[config.mk]
export PLATFORM = sky130hd
export DESIGN_NAME = branch_predictor
export DESIGN_NICKNAME = d
export VERILOG_FILES = /design/src/rtl/branch_predictor_pkg.sv /design/src/rtl/bp_sat_counter.sv /design/src/rtl/branch_predictor.sv
export SDC_FILE = /design/constraint.sdc
export NUM_CORES = 2
export LEC_CHECK = 0
export CORE_MARGIN = 5
export CORE_UTILIZATION = 27
export CTS_CLUSTER_DIAMETER = 150
export CTS_CLUSTER_SIZE = 20
export DETAILED_ROUTE_END_ITERATION = 8
export PLACE_DENSITY = 0.41
export SKIP_CTS_REPAIR_TIMING = 1
export SLEW_MARGIN = 10
export SYNTH_ARGS = -nofsm -noshare
export SYNTH_HDL_FRONTEND = slang
export SYNTH_SLANG_ARGS = --single-unit
export TNS_END_PERCENT = 20
[constraint.sdc]
create_clock -name clock -period 8.35 [get_ports clock]
set_input_delay 2.505 -clock clock [delete_from_list [all_inputs] [get_ports clock]]
set_output_delay 2.505 -clock clock [all_outputs]
set_load 0.01 [all_outputs]
[src/rtl/branch_predictor_pkg.sv]
// Shared types and defaults for the branch predictor.
package branch_predictor_pkg;

    localparam int BP_ENTRIES_DEFAULT = 32;

    typedef enum logic [1:0] {
        BP_STRONG_NT = 2'b00,
        BP_WEAK_NT   = 2'b01,
        BP_WEAK_T    = 2'b10,
        BP_STRONG_T  = 2'b11
    } BP_COUNTER_T;

endpackage

[src/rtl/bp_sat_counter.sv]
// Combinational next-state of a 2-bit saturating direction counter.
module bp_sat_counter
    import branch_predictor_pkg::*;
(
    input  BP_COUNTER_T count,
    input  logic        direction,
    output BP_COUNTER_T next_count
);

    // NOTE: default first so every path assigns next_count and no latch is inferred.
    always_comb begin
        next_count = count;
        if (direction) begin
            if (count != BP_STRONG_T) next_count = BP_COUNTER_T'(count + 2'd1);
        end else begin
            if (count != BP_STRONG_NT) next_count = BP_COUNTER_T'(count - 2'd1);
        end
    end

endmodule

[src/rtl/branch_predictor.sv]
// Bimodal BHT + tagged BTB predictor with zero-latency lookup.
// Define BP_FORWARD_EN to forward a same-cycle update into the lookup.
module branch_predictor
    import branch_predictor_pkg::*;
#(
    parameter int BP_ENTRIES = BP_ENTRIES_DEFAULT,
    parameter int XLEN       = 32
) (
    input  logic            clock,
    input  logic            reset,
    input  logic            fetch_EN,
    input  logic [XLEN-1:0] fetch_pc,
    output logic            predict_taken,
    output logic [XLEN-1:0] predict_target,
    input  logic            update_EN,
    input  logic [XLEN-1:0] update_pc,
    input  logic            update_direction,
    input  logic [XLEN-1:0] update_target
);

    localparam int IDX_W = $clog2(BP_ENTRIES);
    localparam int TAG_W = XLEN - IDX_W - 2;

    BP_COUNTER_T           counters   [BP_ENTRIES];
    logic [BP_ENTRIES-1:0] btb_valid;
    logic [TAG_W-1:0]      btb_tag    [BP_ENTRIES];
    logic [XLEN-1:0]       btb_target [BP_ENTRIES];

    logic [IDX_W-1:0] fetch_idx, upd_idx;
    logic [TAG_W-1:0] fetch_tag, upd_tag;
    BP_COUNTER_T      upd_next;

    assign fetch_idx = fetch_pc[IDX_W+1:2];
    assign fetch_tag = fetch_pc[XLEN-1:IDX_W+2];
    assign upd_idx   = update_pc[IDX_W+1:2];
    assign upd_tag   = update_pc[XLEN-1:IDX_W+2];

    // Byte offset within the word never affects prediction.
    logic unused_offset;
    assign unused_offset = &{1'b0, fetch_pc[1:0], update_pc[1:0]};

    bp_sat_counter u_upd_counter (
        .count      (counters[upd_idx]),
        .direction  (update_direction),
        .next_count (upd_next)
    );

    // NOTE: sequential state uses non-blocking assignments so all flops update together.
    always_ff @(posedge clock or posedge reset) begin
        if (reset) begin
            for (int i = 0; i < BP_ENTRIES; i++) counters[i] <= BP_WEAK_NT;
            btb_valid <= '0;
        end else if (update_EN) begin
            counters[upd_idx] <= upd_next;
            if (update_direction) btb_valid[upd_idx] <= 1'b1;
        end
    end

    // NOTE: tag/target arrays are deliberately unreset; a clear valid bit masks them.
    always_ff @(posedge clock) begin
        if (update_EN && update_direction) begin
            btb_tag[upd_idx]    <= upd_tag;
            btb_target[upd_idx] <= update_target;
        end
    end

    BP_COUNTER_T      look_count;
    logic             look_valid;
    logic [TAG_W-1:0] look_tag;
    logic [XLEN-1:0]  look_target;
    logic             hit;

    always_comb begin
        look_count  = counters[fetch_idx];
        look_valid  = btb_valid[fetch_idx];
        look_tag    = btb_tag[fetch_idx];
        look_target = btb_target[fetch_idx];
`ifdef BP_FORWARD_EN
        // Forwarding is suppressed under reset so outputs stay quiet.
        if (update_EN && !reset && (upd_idx == fetch_idx)) begin
            look_count = upd_next;
            if (update_direction) begin
                look_valid  = 1'b1;
                look_tag    = upd_tag;
                look_target = update_target;
            end
        end
`else
`endif
        hit            = look_valid && (look_tag == fetch_tag);
        predict_taken  = fetch_EN && hit && look_count[1];
        predict_target = predict_taken ? look_target : fetch_pc + XLEN'(4);
    end

endmodule

# Word level (Yosys, flattened, before mapping)
# Memories as Yosys holds them, arrays and structs flattened.
# Cells that the tools add are included.
# op_classes
addsub	3
order_cmp	6
eq_ne	2
muxes	19
bitwise_logic	3
n_reduce_logical	8
# ops
operator	count
$bwmux 64	1
$add 32x3->32 const B	1
$mux 32	1
$or 32x32->32	1
$eq 25x25->1	1
$bmux 2 s5	2
$mux 2	8
$ge 6x6->1 const B	2
$lt 5x6->1 const B	2
$not 5->6	2
$demux 2 s5	1
$logic_and 1x1->1	6
$lt 6x1->1 const B	1
$bmux 1 s5	1
$demux 1 s5	1
$ge 5x1->1 const B	1
$mux 1	4
$add 2x1->2 const B	1
$ne 2x2->1 const B	1
$reduce_and 2->1	1
$reduce_bool 2->1	1
$sub 2x1->2 const B	1
# word_totals
reg_bits	96
ram_bits	1824
input_bits	101
word_cells	76
mem_count	2
# mem_list
name	words	width	read_ports	rd_clocked_by_memory_dff	wr	line	rtl
btb_target	32	32	1	0	1	branch_predictor.sv:27	logic [XLEN-1:0] btb_target [BP_ENTRIES];
btb_tag	32	25	1	0	1	branch_predictor.sv:26	logic [TAG_W-1:0] btb_tag [BP_ENTRIES];

# Longest topological paths before layout
# logic_depth
word_depth	8
mapped_depth	17

# Cells and area by module
# A second synthesis with hierarchy kept.
# hier_totals
cells_unflattened	3408
area_unflattened_um2	75139.6
# modules_own_cells
module	n_inst	cells_each	area_each_um2
branch_predictor	1	3405	75113.3
bp_sat_counter	1	3	26.3

# Worst setup path after synthesis
# OpenSTA, ideal clock, no wires.
# synth_timing
kind	input port to output port
from	in fetch_pc[3]
to	out predict_target[1]
arrival_time_ns	5.681
path_slack_ns	0.164
cell_stages	13
path_cell_list	buf_4 > buf_4 > buf_4 > buf_2 > buf_1 > mux4_2 > a211oi_1 > a21oi_1 > xor2_1 > or3b_2 > nor4_4 > buf_4 > mux2_1
# synth_between
elab_chain_len	6
# synth_rtl
item	line	rtl
from (decl)	branch_predictor.sv:12	input logic [XLEN-1:0] fetch_pc,
$mem_v2 32x25 (tied with other cells)	--	
$eq 25x25->1 (tied with other cells)	branch_predictor.sv:90	hit = look_valid && (look_tag == fetch_tag);
$logic_and 1x1->1 / $mux 2 (equally long branches)	branch_predictor.sv:90, branch_predictor.sv:74	
$logic_and 1x1->1 / $mux 2 (equally long branches)	branch_predictor.sv:91, branch_predictor.sv:74	
$logic_and 1x1->1	branch_predictor.sv:91	predict_taken = fetch_EN && hit && look_count[1];
$mux 32 *	branch_predictor.sv:92	predict_target = predict_taken ? look_target : fetch_pc + XLEN'(4);
to (decl)	branch_predictor.sv:14	output logic [XLEN-1:0] predict_target,
# Mark *: on every way between the ends. The rest lies on a longest branch, timed or not. The select of a mux whose other input is x is not followed.

# Worst setup path after layout
# layout_timing
from	in fetch_pc[2]
to	out predict_target[6]
# The elaborated chain is that of the path after synthesis.

==> metrics.yaml <==
setup_path:
  crit_buf_inv: 13
  crit_start: "fetch_pc[2]"
  cpPeakStageDelay_ns: 0.34
  worstPathArrival_ns: 6.29
  required_ns: 5.85
  crit_chain: "buf_16 -> buf_12 -> buf_12 -> clkinvlp_4 -> buf_4 -> buf_4 -> mux2_2 -> a221oi_1 -> a21oi_1 -> buf_4 -> xnor2_1 -> buf_4 -> nand4_1 -> nor3_2 -> nand4_1 -> buf_12 -> buf_4 -> buf_12 -> mux2i_1 -> mux2i_1 -> buf_4 -> dlymetal6s2s_1"
  crit_family: "buffers and inverters"
  worstSetupPathType: "in2out"
  end_kind: "output pin"
  crit_fanout: 7
  r2r-start: "counters[7]"
  cp_slowest_cell: "mux2_2"
  cp_common_cell: "buf_4"
  startpoint_type: "input port"
sta:
  setup_tns_ns: -10.93
  rsz0062_at_grt: "yes"
  min_period_ns: 8.80
  max_freq_mhz: 114
  clock-skew-final_ns: 0.00865
  fin_ws_ns: -0.448
  slew_headroom_pct: 16.3
  hold_viol: 0
  period_share_pct: 105
  tightest_slew_ns: 1.25
  setup_viol: 33
  drv_slew: 0
drt:
  drt_iter0_markers: 3396
  drc: 0
  dr.pass1.iters: 5
  drt-total-wl_um: 240000
  ant_nets: 0
  post_drt_via_cell_ratio: 4.78
  vias: 36802
  post_drt_wl_per_cell_um: 31.2
cts:
  cts-root-buf: "clkbuf_16"
  clock_latency_ns: 0.77
  h-tree-depth: 3
  numCtsBuffers: 106
  clockBufferDepth: 3
  cts.sinks: 1920
  clkTransAtPathRegs_ns: 0.09
  cts_tree: "built"
hold_path:
  hold_path_class: "reg2reg"
  hp-start: "btb_valid[27]"
place:
  dpl.hpwl_um: 140000
  gp_congestion: 0.750
  numPortBuffers: 131
  dp_cells: 7503
  pre_cts_ws_ns: -1.48
cells_and_area:
  drive_gt1_share_pct: 33.8
  ff_latch_area_mm2: 0.0572
  nNetsFinal: 4066
  fillers: 26462
  finalNonFillerCells: 7701
  fin_util_pct: 31.9
  area_growth_pct: 17.4
  multi_input_area_mm2: 0.0176
floorplanning:
  fp.coreArea_mm2: 0.277
  die_area_mm2: 0.289
  die_w_um: 538
  initial_core_util_pct: 27.2
  row_count: 193
  io_pins: 134
  die_height_um: 538
synth:
  ys_async_sr_fraction_pct: 5.00
  synthCells: 3445
  syn_area_per_cell_um2: 21.8
  netlist_area_mm2: 0.0752
  ys_seq_area_share_pct: 76.1
  synth_most_common_cell: "edfxtp_1"
  synth_edf_count: 1824
  synth_top_area_share_pct: 72.8
  synth_area_leaders: "edfxtp_1, mux4_2, dfrtp_1"
  ys_types: 73
  ys_ff_latch: 1920
  synth_common_cells: "edfxtp_1, mux4_2, mux2i_1"
  synthFlopType: "edfxtp_1"
  synth_top_area_cell: "edfxtp_1"
  syn_nets: 3547
  yosysWarnings: 0
grt:
  grt_util_met2_pct: 28.9
  grt_max_degree: 68
  grt_antenna_before_repair: 23
  busiest_layer: "met2"
  use_met3_pct: 1.84
  use_met1_pct: 21.4
  grt_use_total_pct: 16.3
  grt_pass1_vias: 38294
  grt_pass1_wl_um: 328000
  grt_overflow_total: 0
power_and_ir_drop:
  ir_worst_vdd_v: 0.000156
  power.density_mw_per_mm2: 200
  power_leakage_nw: 28.0
flow_run:
  max_cap_viol_count: 0
run_status:
  failed_checks: "negative setup slack"
  outcome: "finished, violations left"
[worst paths after layout]
check / to / cells past startpoint / slack, ns
max: predict_target[6] / 22 / -0.45
max in group asynchronous: btb_valid[20] / 3 / 5.00
min reg2reg: btb_valid[27] / 1 / 0.47
min: btb_valid[27] / 1 / 0.47
min in group asynchronous: counters[31] / 2 / 2.21
max reg2reg: counters[41] / 7 / 5.25
[flip-flops by register name, indices dropped and copies added, names as in the netlist]
signal and count:
btb_tag 800, btb_target 1024, counters 64, btb_valid 32
[stage by stage]
step / hold slack, ns / area, um2 / power, mW
2_1_floorplan: 0.430 / 75200 / 11.6
3_3_place_gp: 0.449 / 84300 / 12.4
3_5_place_dp: 0.453 / 84300 / 12.4
4_1_cts: 0.477 / 87200 / 17.9
5_1_grt: 0.489 / 88300 / 18.3
6_report: 0.472 / 88300 / 17.7
[power by group]
part	switching (mW)	internal [mW]	total [mW]
sequential	0.0615	10.7	10.8
combinational	0.780	0.653	1.43
clock	3.12	2.36	5.48
[logic make-up (layout without fill, tap and decap cells)]
group | after synthesis | after routing | synth area share, %
simple gates | 358 | 358 | 2.36
flops | 1920 | 1920 | 76.1
mux | 712 | 712 | 17.7
fa+ha+maj | 3 | 3 | 0.0432
xor+xnor | 47 | 47 | 0.547
buf+inv | 200 | 744 | 1.38
other cells | 0 | 7 | 0
compound gates | 205 | 205 | 1.96
[layer usage]
metal / share of wire (%) / wire length (um)
met5: 0.042 / 101
met1: 43 / 102000
met4: 2.4 / 5720
met2: 52 / 124000
met3: 3.2 / 7720
[placed cells by master, fill, tap and decap left out, types with 9 or more instances in the layout]
| master | n |
|---|---|
| a22oi_1 | 10 |
| a21oi_2 | 12 |
| o21ai_0 | 10 |
| o22ai_1 | 17 |
| a21oi_1 | 33 |
| dfstp_2 | 32 |
| and2_1 | 13 |
| buf_4 | 371 |
| mux2_2 | 85 |
| nand4_1 | 12 |
| o221ai_1 | 26 |
| mux2i_1 | 136 |
| nor2_1 | 71 |
| clkbuf_16 | 116 |
| a221oi_1 | 11 |
| inv_1 | 9 |
| dfrtp_1 | 64 |
| nor2_4 | 32 |
| clkdlybuf4s50_1 | 91 |
| and3_1 | 13 |
| nand2_1 | 86 |
| mux4_2 | 483 |
| or2_2 | 35 |
| a211oi_1 | 9 |
| xnor2_1 | 22 |
| nand3_1 | 37 |
| clkbuf_1 | 18 |
| edfxtp_1 | 1824 |
| a22o_1 | 12 |
| buf_12 | 69 |
| buf_6 | 19 |
| a211o_1 | 10 |
| buf_2 | 19 |
| xor2_1 | 18 |
[final cells by class]
class / instances / area share, %
Antenna cell: 7 / 0.0198
Clock buffer: 127 / 3.17
Clock inverter: 6 / 0.101
Inverter: 15 / 0.0793
Multi-Input combinational cell: 1325 / 19.9
Sequential cell: 1920 / 64.8
Tap cell: 3705 / 5.25
Timing Repair Buffer: 596 / 6.68
Power figures use the tool's default switching activity.
